**src/rtl/wt_cache_pkg.sv**
```systemverilog
// Shared types and constants for the write-through cache memory arbiter.
// Latency: n/a (declarations only).
// Backpressure: n/a (declarations only).
package wt_cache_pkg;

  // Widths of the default memory-side configuration (64-bit address/data, 3 channels x 2-bit txid).
  localparam int unsigned MEM_ADDR_W = 64;
  localparam int unsigned MEM_DATA_W = 64;
  localparam int unsigned MEM_ID_W   = 4;

  // log2 byte-size encoding carried on the size field.
  localparam logic [2:0] SIZE_BYTE  = 3'd0;
  localparam logic [2:0] SIZE_HALF  = 3'd1;
  localparam logic [2:0] SIZE_WORD  = 3'd2;
  localparam logic [2:0] SIZE_DWORD = 3'd3;

  // Memory-side request and return records in the default configuration.
  typedef struct packed {
    logic [MEM_ADDR_W-1:0] addr;
    logic                  we;
    logic [2:0]            size;
    logic [MEM_DATA_W-1:0] wdata;
    logic [MEM_ID_W-1:0]   id;
  } mem_arb_req_t;

  typedef struct packed {
    logic [MEM_ID_W-1:0]   id;
    logic [MEM_DATA_W-1:0] data;
  } mem_arb_rtrn_t;

  // Channel index width; a single channel still needs one bit.
  function automatic int unsigned idx_width(input int unsigned n);
    return (n > 1) ? $clog2(n) : 1;
  endfunction

endpackage

```
**src/rtl/wt_rr_arb.sv**
```systemverilog
// Single-grant arbiter: round-robin from a pointer, or fixed lowest-index priority.
// Latency: combinational grant; pointer updates on the clock after a grant.
// Backpressure: grants only among asserted requests; pointer frozen while hold_i is set.
module wt_rr_arb #(
  parameter int unsigned NumReq    = 3,
  parameter int unsigned IdxW      = 2,
  parameter bit          FixedPrio = 1'b0
) (
  input  logic              clk_i,
  input  logic              rst_ni,
  input  logic [NumReq-1:0] req_i,
  input  logic              hold_i,
  output logic [NumReq-1:0] gnt_o,
  output logic [IdxW-1:0]   gnt_idx_o,
  output logic              gnt_vld_o
);

  logic [IdxW-1:0] r_ptr;

  // Search from the pointer (or from 0 in fixed mode); first asserted request wins.
  always_comb begin
    int unsigned w_c;
    w_c       = 0;
    gnt_o     = '0;
    gnt_idx_o = '0;
    gnt_vld_o = 1'b0;
    for (int unsigned k = 0; k < NumReq; k++) begin
      w_c = FixedPrio ? k : 32'(r_ptr) + k;
      if (w_c >= NumReq) w_c = w_c - NumReq;
      if (!gnt_vld_o && req_i[w_c[IdxW-1:0]]) begin
        gnt_vld_o               = 1'b1;
        gnt_idx_o               = w_c[IdxW-1:0];
        gnt_o[w_c[IdxW-1:0]]    = 1'b1;
      end
    end
  end

  // Pointer moves just past the winner; a locked sequence keeps it where it was.
  always_ff @(posedge clk_i or negedge rst_ni) begin
    if (!rst_ni) begin
      r_ptr <= '0;
    end else if (gnt_vld_o && !hold_i) begin
      r_ptr <= (32'(gnt_idx_o) == NumReq - 1) ? '0 : gnt_idx_o + 1'b1;
    end
  end

endmodule

```
**src/rtl/wt_mem_arbiter.sv**
```systemverilog
// Merges NumReq request channels onto one tagged memory request port and routes returns by ID.
// Latency: request 1 cycle (grant -> mem_req_valid_o), return 1 cycle (mem_rtrn -> rtrn_valid_o).
// Backpressure: output stage holds until mem_req_ready_i; a channel at its outstanding limit is not granted.
module wt_mem_arbiter
  import wt_cache_pkg::*;
#(
  parameter int unsigned NumReq         = 3,
  parameter int unsigned AddrWidth      = 64,
  parameter int unsigned DataWidth      = 64,
  parameter int unsigned TxIdWidth      = 2,
  parameter int unsigned MaxOutstanding = 4,
  parameter bit          FixedPrio      = 1'b0,
  localparam int unsigned IdxW          = idx_width(NumReq),
  localparam int unsigned MemIdW        = IdxW + TxIdWidth,
  localparam int unsigned CntW          = $clog2(MaxOutstanding + 1)
) (
  input  logic                           clk_i,
  input  logic                           rst_ni,
  input  logic [NumReq-1:0]              req_valid_i,
  output logic [NumReq-1:0]              req_ready_o,
  input  logic [NumReq*AddrWidth-1:0]    req_addr_i,
  input  logic [NumReq-1:0]              req_we_i,
  input  logic [NumReq*3-1:0]            req_size_i,
  input  logic [NumReq*DataWidth-1:0]    req_wdata_i,
  input  logic [NumReq*TxIdWidth-1:0]    req_txid_i,
  input  logic [NumReq-1:0]              req_lock_i,
  output logic                           mem_req_valid_o,
  input  logic                           mem_req_ready_i,
  output logic [AddrWidth-1:0]           mem_req_addr_o,
  output logic                           mem_req_we_o,
  output logic [2:0]                     mem_req_size_o,
  output logic [DataWidth-1:0]           mem_req_wdata_o,
  output logic [MemIdW-1:0]              mem_req_id_o,
  input  logic                           mem_rtrn_valid_i,
  input  logic [MemIdW-1:0]              mem_rtrn_id_i,
  input  logic [DataWidth-1:0]           mem_rtrn_data_i,
  output logic [NumReq-1:0]              rtrn_valid_o,
  output logic [TxIdWidth-1:0]           rtrn_txid_o,
  output logic [DataWidth-1:0]           rtrn_data_o,
  input  logic                           drain_i,
  output logic                           idle_o,
  output logic                           id_err_o
);

  // Output-stage record at this instance's widths (mirrors mem_arb_req_t).
  typedef struct packed {
    logic [AddrWidth-1:0] addr;
    logic                 we;
    logic [2:0]           size;
    logic [DataWidth-1:0] wdata;
    logic [MemIdW-1:0]    id;
  } stage_t;

  logic                         r_stage_vld;
  stage_t                       r_stage;
  logic [NumReq-1:0][CntW-1:0]  r_cnt;
  logic                         r_lock_vld;
  logic [IdxW-1:0]              r_lock_owner;
  logic [NumReq-1:0]            r_rtrn_vld;
  logic [TxIdWidth-1:0]         r_rtrn_txid;
  logic [DataWidth-1:0]         r_rtrn_data;
  logic                         r_id_err;
  logic                         r_idle;

  logic                         w_stage_free;
  logic [NumReq-1:0]            w_elig;
  logic [NumReq-1:0]            w_gnt;
  logic [IdxW-1:0]              w_gnt_idx;
  logic                         w_gnt_any;
  logic                         w_gnt_lock;
  stage_t                       w_gnt_req;
  logic [IdxW-1:0]              w_rtrn_idx;
  logic [NumReq-1:0]            w_rtrn_dec;
  logic                         w_rtrn_bad;
  logic [NumReq-1:0][CntW-1:0]  w_cnt_nxt;
  logic                         w_stage_vld_nxt;

  assign w_stage_free = !r_stage_vld || mem_req_ready_i;
  assign w_rtrn_idx   = mem_rtrn_id_i[MemIdW-1 -: IdxW];

  // Eligibility: credit left, not draining, stage can take it, and only the lock owner while locked.
  always_comb begin
    w_elig = '0;
    for (int i = 0; i < NumReq; i++) begin
      w_elig[i] = req_valid_i[i] && (r_cnt[i] < CntW'(MaxOutstanding)) && !drain_i &&
                  w_stage_free && (!r_lock_vld || (r_lock_owner == IdxW'(i)));
    end
  end

  wt_rr_arb #(
    .NumReq    (NumReq),
    .IdxW      (IdxW),
    .FixedPrio (FixedPrio)
  ) u_rr_arb (
    .clk_i     (clk_i),
    .rst_ni    (rst_ni),
    .req_i     (w_elig),
    .hold_i    (r_lock_vld),
    .gnt_o     (w_gnt),
    .gnt_idx_o (w_gnt_idx),
    .gnt_vld_o (w_gnt_any)
  );

  assign req_ready_o = w_gnt;
  assign w_gnt_lock  = |(w_gnt & req_lock_i);

  // Select the granted channel's fields and tag the ID with its channel index.
  always_comb begin
    w_gnt_req = '0;
    for (int i = 0; i < NumReq; i++) begin
      if (w_gnt[i]) begin
        w_gnt_req.addr  = req_addr_i[i*AddrWidth +: AddrWidth];
        w_gnt_req.we    = req_we_i[i];
        w_gnt_req.size  = req_size_i[i*3 +: 3];
        w_gnt_req.wdata = req_wdata_i[i*DataWidth +: DataWidth];
        w_gnt_req.id    = {IdxW'(i), req_txid_i[i*TxIdWidth +: TxIdWidth]};
      end
    end
  end

  // Returns only count against a channel that actually has something outstanding.
  always_comb begin
    w_rtrn_dec = '0;
    for (int i = 0; i < NumReq; i++) begin
      w_rtrn_dec[i] = mem_rtrn_valid_i && (w_rtrn_idx == IdxW'(i)) && (r_cnt[i] != '0);
    end
    w_rtrn_bad = mem_rtrn_valid_i && !(|w_rtrn_dec);
  end

  // Next outstanding counts and stage occupancy, shared by the counters and idle flag.
  always_comb begin
    for (int i = 0; i < NumReq; i++) begin
      w_cnt_nxt[i] = r_cnt[i] + CntW'(w_gnt[i]) - CntW'(w_rtrn_dec[i]);
    end
    w_stage_vld_nxt = w_gnt_any || (r_stage_vld && !mem_req_ready_i);
  end

  // Output stage: load on grant, empty on handshake, otherwise hold stable.
  always_ff @(posedge clk_i or negedge rst_ni) begin
    if (!rst_ni) begin
      r_stage_vld <= 1'b0;
      r_stage     <= '0;
    end else begin
      r_stage_vld <= w_stage_vld_nxt;
      if (w_gnt_any) r_stage <= w_gnt_req;
    end
  end

  // Outstanding counters and idle flag, registered from the next-state view.
  always_ff @(posedge clk_i or negedge rst_ni) begin
    if (!rst_ni) begin
      r_cnt  <= '0;
      r_idle <= 1'b1;
    end else begin
      r_cnt  <= w_cnt_nxt;
      r_idle <= !w_stage_vld_nxt && (w_cnt_nxt == '0);
    end
  end

  // Lock owner: set by a locked grant, released by the owner's next unlocked grant.
  always_ff @(posedge clk_i or negedge rst_ni) begin
    if (!rst_ni) begin
      r_lock_vld   <= 1'b0;
      r_lock_owner <= '0;
    end else if (w_gnt_any) begin
      if (w_gnt_lock) begin
        r_lock_vld   <= 1'b1;
        r_lock_owner <= w_gnt_idx;
      end else begin
        r_lock_vld   <= 1'b0;
      end
    end
  end

  // Return stage: one-cycle strobe to the owning channel; bad IDs are dropped and flagged.
  always_ff @(posedge clk_i or negedge rst_ni) begin
    if (!rst_ni) begin
      r_rtrn_vld  <= '0;
      r_rtrn_txid <= '0;
      r_rtrn_data <= '0;
      r_id_err    <= 1'b0;
    end else begin
      r_rtrn_vld <= w_rtrn_dec;
      if (|w_rtrn_dec) begin
        r_rtrn_txid <= mem_rtrn_id_i[TxIdWidth-1:0];
        r_rtrn_data <= mem_rtrn_data_i;
      end
      if (w_rtrn_bad) r_id_err <= 1'b1;
    end
  end

  assign mem_req_valid_o = r_stage_vld;
  assign mem_req_addr_o  = r_stage.addr;
  assign mem_req_we_o    = r_stage.we;
  assign mem_req_size_o  = r_stage.size;
  assign mem_req_wdata_o = r_stage.wdata;
  assign mem_req_id_o    = r_stage.id;
  assign rtrn_valid_o    = r_rtrn_vld;
  assign rtrn_txid_o     = r_rtrn_txid;
  assign rtrn_data_o     = r_rtrn_data;
  assign idle_o          = r_idle;
  assign id_err_o        = r_id_err;

endmodule
```
**config.mk**
```make
export PLATFORM = sky130hd
export DESIGN_NAME = wt_mem_arbiter
export DESIGN_NICKNAME = d
export VERILOG_FILES = /design/src/rtl/wt_cache_pkg.sv /design/src/rtl/wt_rr_arb.sv /design/src/rtl/wt_mem_arbiter.sv
export SDC_FILE = /design/constraint.sdc
export NUM_CORES = 1
export LEC_CHECK = 0
export BUFFER_PORTS_ARGS = -buffer_cell sky130_fd_sc_hd__buf_4
export CAP_MARGIN = 20
export CORE_AREA = 4 4 268 270
export CTS_CLUSTER_DIAMETER = 200
export DETAILED_ROUTE_END_ITERATION = 10
export DIE_AREA = 0 0 272 274
export PLACE_DENSITY = 0.46
export SLEW_MARGIN = 20
export SYNTH_ARGS = -nofsm -noshare
export SYNTH_HDL_FRONTEND = slang
export SYNTH_SLANG_ARGS = --single-unit
```
**constraint.sdc**
```tcl
create_clock -name clk_i -period 5 [get_ports clk_i]
set_clock_uncertainty 0.2 [all_clocks]
set_input_delay 0.25 -clock clk_i [delete_from_list [all_inputs] [get_ports clk_i]]
set_output_delay 0.25 -clock clk_i [all_outputs]
set_load 0.02 [all_outputs]
```
* Word level (Yosys, flattened, before mapping)
Index checks and enable logic that the tools add are counted.
** Operators by class
- Mux-type cells :: 29
- Reduce and logical (&&, ||, !) cells :: 49
- Bitwise gates (word level) :: 3
- Order comparisons :: 12
- Add/sub/neg operators :: 12
- Eq/ne operators :: 5
** Operator list (number)
- $mux W136 :: 3
- $logic_and A1 B1 Y1 :: 27
- $mux W2 :: 7
- $mux W1 :: 10
- $add A3 B1 Y3 :: 3
- $logic_not A9 Y1 :: 1
- $lt A2 B3 Y1 const B :: 3
- $lt A3 B3 Y1 const B :: 3
- $mux W3 :: 3
- $reduce_bool A3 Y1 :: 3
- $sub A3 B1 Y3 :: 3
- $logic_not A1 Y1 :: 8
- $bmux W1 S2 :: 3
- $demux W1 S2 :: 3
- $eq A2 B2 Y1 const B :: 3
- $ge A2 B1 Y1 const B :: 3
- $ge A3 B2 Y1 const B :: 2
- $or A3 B3 Y3 :: 2
- $reduce_or A3 Y1 :: 2
- $sub A2 B2 Y2 const B :: 3
- $logic_or A1 B1 Y1 :: 5
- $eq A2 B1 Y1 const B :: 2
- $logic_not A2 Y1 :: 2
- $add A2 B1 Y3 const B :: 1
- other kinds (5) :: 5
** Word-level totals
- Input port bits :: 481
- Word-level logic and storage cells :: 127
- Output and inout bits :: 211
- Bits in registers :: 222

* Depth between registers and ports, before layout
Gate-level depths: netlist of run 1.
- Word-level depth :: 18
- Mapped depth :: 18
- Gate-level depth less buffers :: 15

* Cells and area by module
Synthesis of run 1 repeated with hierarchy kept, for this count alone.
** Second synthesis, totals
- Cell total of the unflattened synthesis :: 1018
- Area, all modules :: 11192.0 µm²
** Modules (own cells, without submodules)
- wt_mem_arbiter :: area each 10786.6 µm², cells an instance 967, seq. area each 5506.5 µm², times used 1
- wt_rr_arb :: area each 405.4 µm², cells an instance 51, seq. area each 50.0 µm², times used 1

* Worst setup path after synthesis of run 1
No wires, ideal clock.
- Path type :: register -> register
- Start point :: register r_stage_vld, in the netlist mem_req_valid_o
- End point :: register r_idle, in the netlist idle_o
- Path buffers :: 4
- Library setup time :: 0.082 ns
- Required time :: 4.718 ns
- Arrival :: 3.633 ns
- Period minus slack after synthesis :: 3.915 ns
- Cell stages (with the launch flop) :: 15
- Setup slack :: 1.085 ns
- Cells stage by stage :: dfrtp_1 nor2b_1 buf_2 or4_1 buf_2 nor4_2 o21bai_1 a21o_1 buf_2 clkbuf_1 ha_1 fa_1 nor4_1 nand4_1 nor3_1
** RTL lines
- start: declaration :: RTL line wt_mem_arbiter.sv:54 : logic r_stage_vld;
- start signal: assignment :: RTL line wt_mem_arbiter.sv:144 : r_stage_vld <= w_stage_vld_nxt;
- end signal: assignment :: RTL line wt_mem_arbiter.sv:156 : r_idle <= !w_stage_vld_nxt && (w_cnt_nxt == '0);
- end: declaration :: RTL line wt_mem_arbiter.sv:63 : logic r_idle;

* Worst setup path in the final report of run 1
- Start point :: register r_cnt[8] (netlist bit)
- End point :: register r_stage, in the netlist mem_req_addr_o[59]
** On the way
- Word-level cells in the longest chain between the ends :: 17
- Elaborated cells on any way between the ends :: 26
- Classes of those cells :: order compare: 1; mux: 15; bitwise: 2; reduce/logical: 8
** Ends and longest elaborated chain
- start: declaration :: RTL line wt_mem_arbiter.sv:56 : logic [NumReq-1:0][CntW-1:0] r_cnt;
- start signal: assignment :: RTL line wt_mem_arbiter.sv:155 : r_cnt <= w_cnt_nxt;
- $lt A3 B3 Y1 * :: RTL line wt_mem_arbiter.sv:85 : w_elig[i] = req_valid_i[i] && (r_cnt[i] < CntW'(MaxOutstanding)) && !drain_i &&
- $logic_and A1 B1 Y1 * (3 in series) :: RTL line wt_mem_arbiter.sv:85
- $logic_and A1 B1 Y1 * :: RTL line wt_mem_arbiter.sv:86 : w_stage_free && (!r_lock_vld || (r_lock_owner == IdxW'(i)));
- $bmux W1 S2 :: RTL line wt_rr_arb.sv:30 : if (!gnt_vld_o && req_i[w_c[IdxW-1:0]]) begin
- $mux W1 (implied by the code) :: RTL line wt_rr_arb.sv:30
- $mux W1 :: RTL line wt_rr_arb.sv:30
- $logic_not A1 Y1 :: RTL line wt_rr_arb.sv:30
- $logic_and A1 B1 Y1 :: RTL line wt_rr_arb.sv:30
- $mux W1 :: RTL line wt_rr_arb.sv:30
- $logic_not A1 Y1 :: RTL line wt_rr_arb.sv:30
- $logic_and A1 B1 Y1 :: RTL line wt_rr_arb.sv:30
- $mux W3 :: RTL line wt_rr_arb.sv:30
- $mux W136 (3 in series) :: RTL line wt_mem_arbiter.sv:111 : if (w_gnt[i]) begin
- end signal: assignment :: RTL line wt_mem_arbiter.sv:145 : if (w_gnt_any) r_stage <= w_gnt_req;
- end: declaration :: RTL line wt_mem_arbiter.sv:55 : stage_t r_stage;
Every way passes the cells marked *; elsewhere a longest branch is shown, timed or not. The select of a mux whose other input is x is not followed.
A chain may end at the register's enable or synchronous reset.

==> results of run 1 <==
==> cell type report <==
cell class	instances	area, sq um
diodes	6	15.0
clock buffers	45	887
clock inverters	8	80.1
fillers	7267	47900
inverters	22	82.6
multi-input cells	730	5000
flip-flops and latches	222	5560
well taps	940	1180
repair buffers	1050	8850
==> critical path: cells and delay by family, from the launching register on <==
kind                     cells  cell delay (ns)
AND/OR/NAND/NOR              2             0.48
flip-flops                   1             0.44
adder cells (fa/ha/maj)      1             0.38
buffers and inverters        2             1.04
AO/OA/AOI/OAI                4             1.72
==> cells in the mapped netlist, drive strengths merged, types with 5 or more instances <==
cell type / number / area, sq um
o21ai: 8 / 40.0
clkbuf: 54 / 203
buf: 49 / 283
o22ai: 135 / 845
dfrtp: 221 / 5530
ha: 10 / 125
a31oi: 134 / 838
nand3b: 135 / 1010
xnor2: 5 / 43.8
nor3: 12 / 60.1
nand2: 143 / 537
nand2b: 6 / 37.5
nor2: 6 / 22.5
inv: 22 / 82.6
a2111oi: 5 / 62.6
mux2: 66 / 743
==> routing by layer <==
layer | vias to the layer above | wire (um)
met2 | 608 | 29400
met3 | 106 | 4520
met4 | 0 | 2110
li1 | 6013 | -
met5 | - | 0
met1 | 6507 | 23700
==> power by group through the flow <==
stage | clock network [mW] | logic, mW | registers, mW
floorplan | 0 | 2.53 | 4.07
global placement | 0 | 5.96 | 3.24
detailed placement | 0 | 6.06 | 3.24
CTS | 2.21 | 7.57 | 3.24
global route | 2.28 | 8.21 | 3.34
finish | 2.12 | 7.60 | 3.24
==> worst max path at each step <==
stage | startpoint | to | slack (ns) | depth (start not counted)
detailed placement | u_rr_arb.r_ptr[0] | mem_req_wdata_o[27] | 0.75 | 12
floorplan | mem_req_valid_o | idle_o | 1.08 | 14
global placement | u_rr_arb.r_ptr[0] | mem_req_wdata_o[23] | 0.76 | 12
finish | r_cnt[8] | mem_req_addr_o[59] | 0.34 | 9
CTS | u_rr_arb.r_ptr[0] | mem_req_wdata_o[52] | 0.19 | 13
global route | u_rr_arb.r_ptr[0] | mem_req_wdata_o[10] | 0.09 | 13
==> cells by family (layout without fill, tap and decap cells) <==
logic type | count (synthesis) | after routing
AOI/OAI and AO/OA | 311 | 311
xor gates and xnor gates | 6 | 6
adders and majority gates | 15 | 15
buffers and inverters | 125 | 1125
DFF | 222 | 222
muxes | 68 | 68
other | 0 | 6
and+or+nand+nor | 329 | 330
==> state kept, by name, indices dropped and copies added (netlist names) <==
| signal | flops |
|---|---|
| mem_req_addr_o | 64 |
| mem_req_wdata_o | 64 |
| rtrn_data_o | 64 |
| r_cnt | 9 |
| mem_req_id_o | 4 |
| mem_req_size_o | 3 |
| rtrn_valid_o | 3 |
| r_lock_owner | 2 |
| rtrn_txid_o | 2 |
| u_rr_arb.r_ptr | 2 |
| id_err_o | 1 |
| idle_o | 1 |
| mem_req_valid_o | 1 |
| mem_req_we_o | 1 |
| r_lock_vld | 1 |
==> cell usage in the layout (no fill, tap or decap), types with 8 or more instances in the layout <==
master	instances
mux2_2	66
buf_4	697
nor3_1	11
inv_1	21
clkbuf_16	30
a31oi_1	134
dlygate4sd3_1	344
nand2_1	143
clkbuf_8	8
buf_12	8
ha_1	10
o22ai_1	135
nand3b_1	135
dfrtp_1	221
==> through the flow <==
step	utilization	total power [mW]	setup slack, ns	hold WS (ns)	cells
floorplan	-	6.60	1.08	-0.246	1076
global placement	0.247	9.20	0.762	0.148	2618
detailed placement	0.247	9.30	0.751	0.147	2618
CTS	0.311	13.0	0.194	0.00608	3015
global route	0.311	13.8	0.0855	0.0589	3021
finish	0.311	13.0	0.339	0.0645	3023
==> timing repair <==
action                                 in CTS  in global routing
endpoints found under the hold margin     304                  0
resized for setup                           0                  1
buffers inserted                            0                  1
hold buffers                              344                  0
setup endpoints to repair                   0                115
==> impl_metrics.csv, run 1 <==
group,metric,value,unit
sta,rsz0062_at_grt,"false",
grt,globalRouteOverflowTotal,0,
clocking,root_buffer,"clkbuf_16",
worst_setup_path,worstSetupPathType,"reg2reg",
worst_setup_path,reg2reg_slack,0.34,ns
hold_path,worstHoldPathType,"in2reg",
power,p_seq_frac,0.250,
synthesis,synth_edf_count,0,
floorplan,fp.dieH,274,um
job,max_cap_viol_count,0,
layout,syn2layout_area_growth,95.6,%
synthesis,synthCells,1076,
floorplan,rows,97,
worst_setup_path,crit_slowest_cell,"a221oi_4",
synthesis,synth_compound_area_frac,0.185,
grt,track_usage,0.150,
sta,slew_headroom,0.281,
grt,antenna_found_initial,7,
synthesis,syn_nets,1570,
floorplan,dieArea,74500,sq um
synthesis,synth-simple-area-share,0.169,
synthesis,yosys_warnings,0,
grt,grt_pass1_vias,14200,
floorplan,core,69500,sq um
place,hpwlAfterDp,41500,um
synthesis,synth-main-ff-cell,"dfrtp_1",
detailed_routing,antenna_left,0,
worst_setup_path,crit_arrival,4.97,ns
worst_setup_path,path_max_fanout,127,
synthesis,syn_area_per_cell,10.3,sq um
detailed_routing,drt_wl_total,59700,um
synthesis,synthMuxAreaShare,0.0690,
floorplan,start_util,0.159,
layout,stdcell_area,21600,sq um
clocking,cts_tree,"yes",
place,io_buffers,691,
sta,fmax,215,MHz
clocking,clk_pin_slew,0.06,ns
worst_setup_path,critical_path.max_stage_delay,0.78,ns
grt,grt-busiest-layer,"met2",
clocking,cts_max_level,1,
grt,met1_usage,0.186,
grt,gr-usage-met2,0.256,
synthesis,ys_types,65,
worst_setup_path,worst_setup_path_start_kind,"flop",
sta,period_share,0.932,
power,cellLeakagePower,9.29,nW
layout,num-nets-final,2550,
grt,met3_usage,0.0335,
sta,setup_violations,0,
detailed_routing,drt_first_iter_violations,778,
floorplan,die_w,272,um
worst_setup_path,r2r_end,"mem_req_addr_o[59]",
sta,period_minus_slack,4.66,ns
synthesis,syn-cell-area,11100,sq um
grt,grt_pass1_wl,87600,um
hold_path,hp-start,"req_lock_i[1]",
grt,grt_max_degree,137,
run_status,status,"complete, no violations",
synthesis,synthXorXnorAreaFrac,0.00475,
clocking,clockBufferDepth,3,
synthesis,synth_seq_cells,222,
sta,worst_pin_slew,1.08,ns
power,pwr-share-clk,0.164,
synthesis,synth_top_family_by_area,"compound AO/OA/AOI/OAI gates",
synthesis,async_reset_ff_frac,1.00,
worst_setup_path,regToRegStartpoint,"r_cnt[8]",
sta,tns,0,ns
place,place_congestion,0.850,
worst_setup_path,cp_cell_sequence,"nand2b_1 -> a2111oi_4 -> nor2_1 -> maj3_2 -> a221oi_4 -> buf_12 -> o22ai_1 -> a31oi_1 -> dlygate4sd3_1",
worst_setup_path,cp.required,5.30,ns
layout,drive_gt1_frac,0.401,
place,place_area,17200,sq um
power,power.internal,7.74,mW
power,vdd_ir_drop_max,0.000273,V
detailed_routing,vias,13200,
power,switching_share,0.403,
synthesis,synthAdderAreaFrac,0.0187,
worst_setup_path,reg2regPathDepth,9,
power,power.density,599,nW/um^2
synthesis,yosysSeqAreaShare,0.502,
detailed_routing,drt-pass1-iter-count,5,
detailed_routing,avgRoutedWirePerCell,19.8,um
clocking,numCtsBuffers,30,
clocking,cts.sinks,222,
floorplan,ios,692,
power,power_frac_comb,0.586,
power,power_switching,5.23,mW
detailed_routing,vias_per_cell,4.38,
clocking,insertion_delay,0.57,ns
sta,hold_violations,0,
worst_setup_path,worstSetupEndpointType,"flop",
detailed_routing,route.detailed.drc,0,
hold_path,min_to,"r_lock_vld",
sta,finalMaxSlewViolations,0,
hold_path,min_path_cells,4,
(Power assumes the default switching activity.)
==> run 2, diff against run 1 <==
- GPL_TIMING_DRIVEN: unset -> 0
==> impl_metrics.csv, run 2 (synthesized netlist as in run 1, its figures left out) <==
group,metric,value,unit
run_status,status,"complete, no violations",
worst_setup_path,regToRegStartpoint,"u_rr_arb.r_ptr[0]",
clocking,clk_pin_slew,0.06,ns
grt,grt_pass1_wl,94300,um
sta,slew_headroom,0.501,
sta,worst_pin_slew,0.748,ns
job,max_cap_viol_count,0,
worst_setup_path,critical_path.max_stage_delay,0.52,ns
clocking,cts.sinks,222,
power,vdd_ir_drop_max,0.000238,V
grt,globalRouteOverflowTotal,0,
clocking,clockBufferDepth,3,
floorplan,fp.dieH,274,um
detailed_routing,drt_first_iter_violations,702,
floorplan,ios,692,
clocking,cts_tree,"yes",
floorplan,rows,97,
worst_setup_path,worst_setup_path_start_kind,"flop",
layout,syn2layout_area_growth,98.7,%
worst_setup_path,crit_arrival,4.30,ns
place,io_buffers,690,
worst_setup_path,cp.required,4.55,ns
sta,fmax,211,MHz
clocking,root_buffer,"clkbuf_16",
layout,fill_cells,7293,
worst_setup_path,cp_top_family,"buffers and inverters",
detailed_routing,route.detailed.drc,0,
worst_setup_path,worstSetupEndpointType,"output pin",
detailed_routing,drt_wl_total,65800,um
sta,finalMaxSlewViolations,0,
floorplan,start_util,0.159,
sta,period_share,0.949,
detailed_routing,vias_per_cell,4.40,
floorplan,core,69500,sq um
place,hpwlAfterDp,50300,um
sta,hold_ws,0.0333,ns
layout,drive_gt1_frac,0.401,
detailed_routing,avgRoutedWirePerCell,21.1,um
floorplan,dieArea,74500,sq um
power,power.density,602,nW/um^2
sta,setup_ws,0.255,ns
worst_setup_path,cp_cell_sequence,"inv_1 -> ha_1 -> or4b_1 -> a2111oi_1 -> nor4_1 -> or2_1 -> a221oi_4 -> buf_6 -> buf_4 -> buf_6 -> inv_2 -> buf_4 -> buf_4",
grt,antenna_found_initial,7,
worst_setup_path,reg2reg_slack,0.32,ns
detailed_routing,antenna_left,0,
clocking,cts_max_level,1,
layout,final_common_cell,"buf_4",
sta,rsz0062_at_grt,"false",
worst_setup_path,worstSetupPathType,"reg2out",
hold_path,worstHoldPathType,"in2async",
worst_setup_path,critPathBufInv,7,
layout,num-nets-final,2642,
sta,setup_violations,0,
sta,tns,0,ns
worst_setup_path,cp_common_cell,"buf_4",
clocking,insertion_delay,0.58,ns
worst_setup_path,crit_slowest_cell,"or4b_1",
grt,track_usage,0.166,
grt,grt_max_degree,84,
sta,period_minus_slack,4.75,ns
detailed_routing,drt-pass1-iter-count,5,
detailed_routing,vias,13700,
clocking,numCtsBuffers,29,
grt,grt_pass1_vias,14800,
place,dp_slack,-0.357,ns
layout,final_cell_mix,"buf_4 (704), dlygate4sd3_1 (346), dfrtp_1 (221), nand2_1 (143)",
layout,stdcell_area,22000,sq um
power,cellLeakagePower,9.51,nW
worst_setup_path,crit_start,"u_rr_arb.r_ptr[0]",
worst_setup_path,path_max_fanout,10,
place,place_congestion,0.917,
sta,hold_violations,0,
floorplan,die_w,272,um
place,place_area,17500,sq um
-- run 2: power breakdown --
group / leakage [nW] / internal [mW] / switching, mW
registers: 2.64 / 2.67 / 0.581
clock network: 0.470 / 1.24 / 0.877
logic: 6.40 / 3.88 / 4.00
-- run 2: routing by layer --
layer / vias up / track usage / share of wire
met2: 600 / 0.280 / 0.48
li1: 6194 / - / -
met3: 124 / 0.0410 / 0.072
met4: 4 / 0.0617 / 0.041
met5: - / 0 / 0.00036
met1: 6768 / 0.204 / 0.40
-- run 2: repair_timing --
action / CTS / global route
setup endpoints to repair: 2 / 12
gates resized for setup: 5 / 7
setup buffers: 0 / 2
pin swaps: 0 / 1
endpoints found under the hold margin: 410 / 0
hold buffers: 346 / 0
-- run 2: worst paths after layout --
path / endpoint / cells past startpoint
max: req_ready_o[2] / 13
min: mem_req_wdata_o[18] / 2
max reg2reg: idle_o / 15
min reg2reg: id_err_o / 1
max in group asynchronous: mem_req_addr_o[23] / 3
min in group clk_i: r_lock_owner[1] / 5
-- run 2: final cells by class --
| cell class | count | area, sq um | share of cell area |
|---|---|---|---|
| Sequential cell | 222 | 5560 | 0.253 |
| Tap cell | 940 | 1180 | 0.0535 |
| Clock inverter | 12 | 128 | 0.00580 |
| Clock buffer | 40 | 817 | 0.0372 |
| Buffer | 103 | 500 | 0.0228 |
| Inverter | 22 | 82.6 | 0.00376 |
| Multi-Input combinational cell | 729 | 4970 | 0.226 |
| Antenna cell | 5 | 12.5 | 0.000569 |
| Timing Repair Buffer | 1041 | 8740 | 0.398 |
-- run 2: through the flow --
step / util / power, mW / instances
final: 0.316 / 13.2 / 3114
after detailed placement: 0.252 / 9.59 / 2709
after global placement: 0.251 / 9.52 / 2706
after floorplan: - / 6.60 / 1076
after global routing: 0.316 / 14.1 / 3110
after CTS: 0.315 / 13.3 / 3107
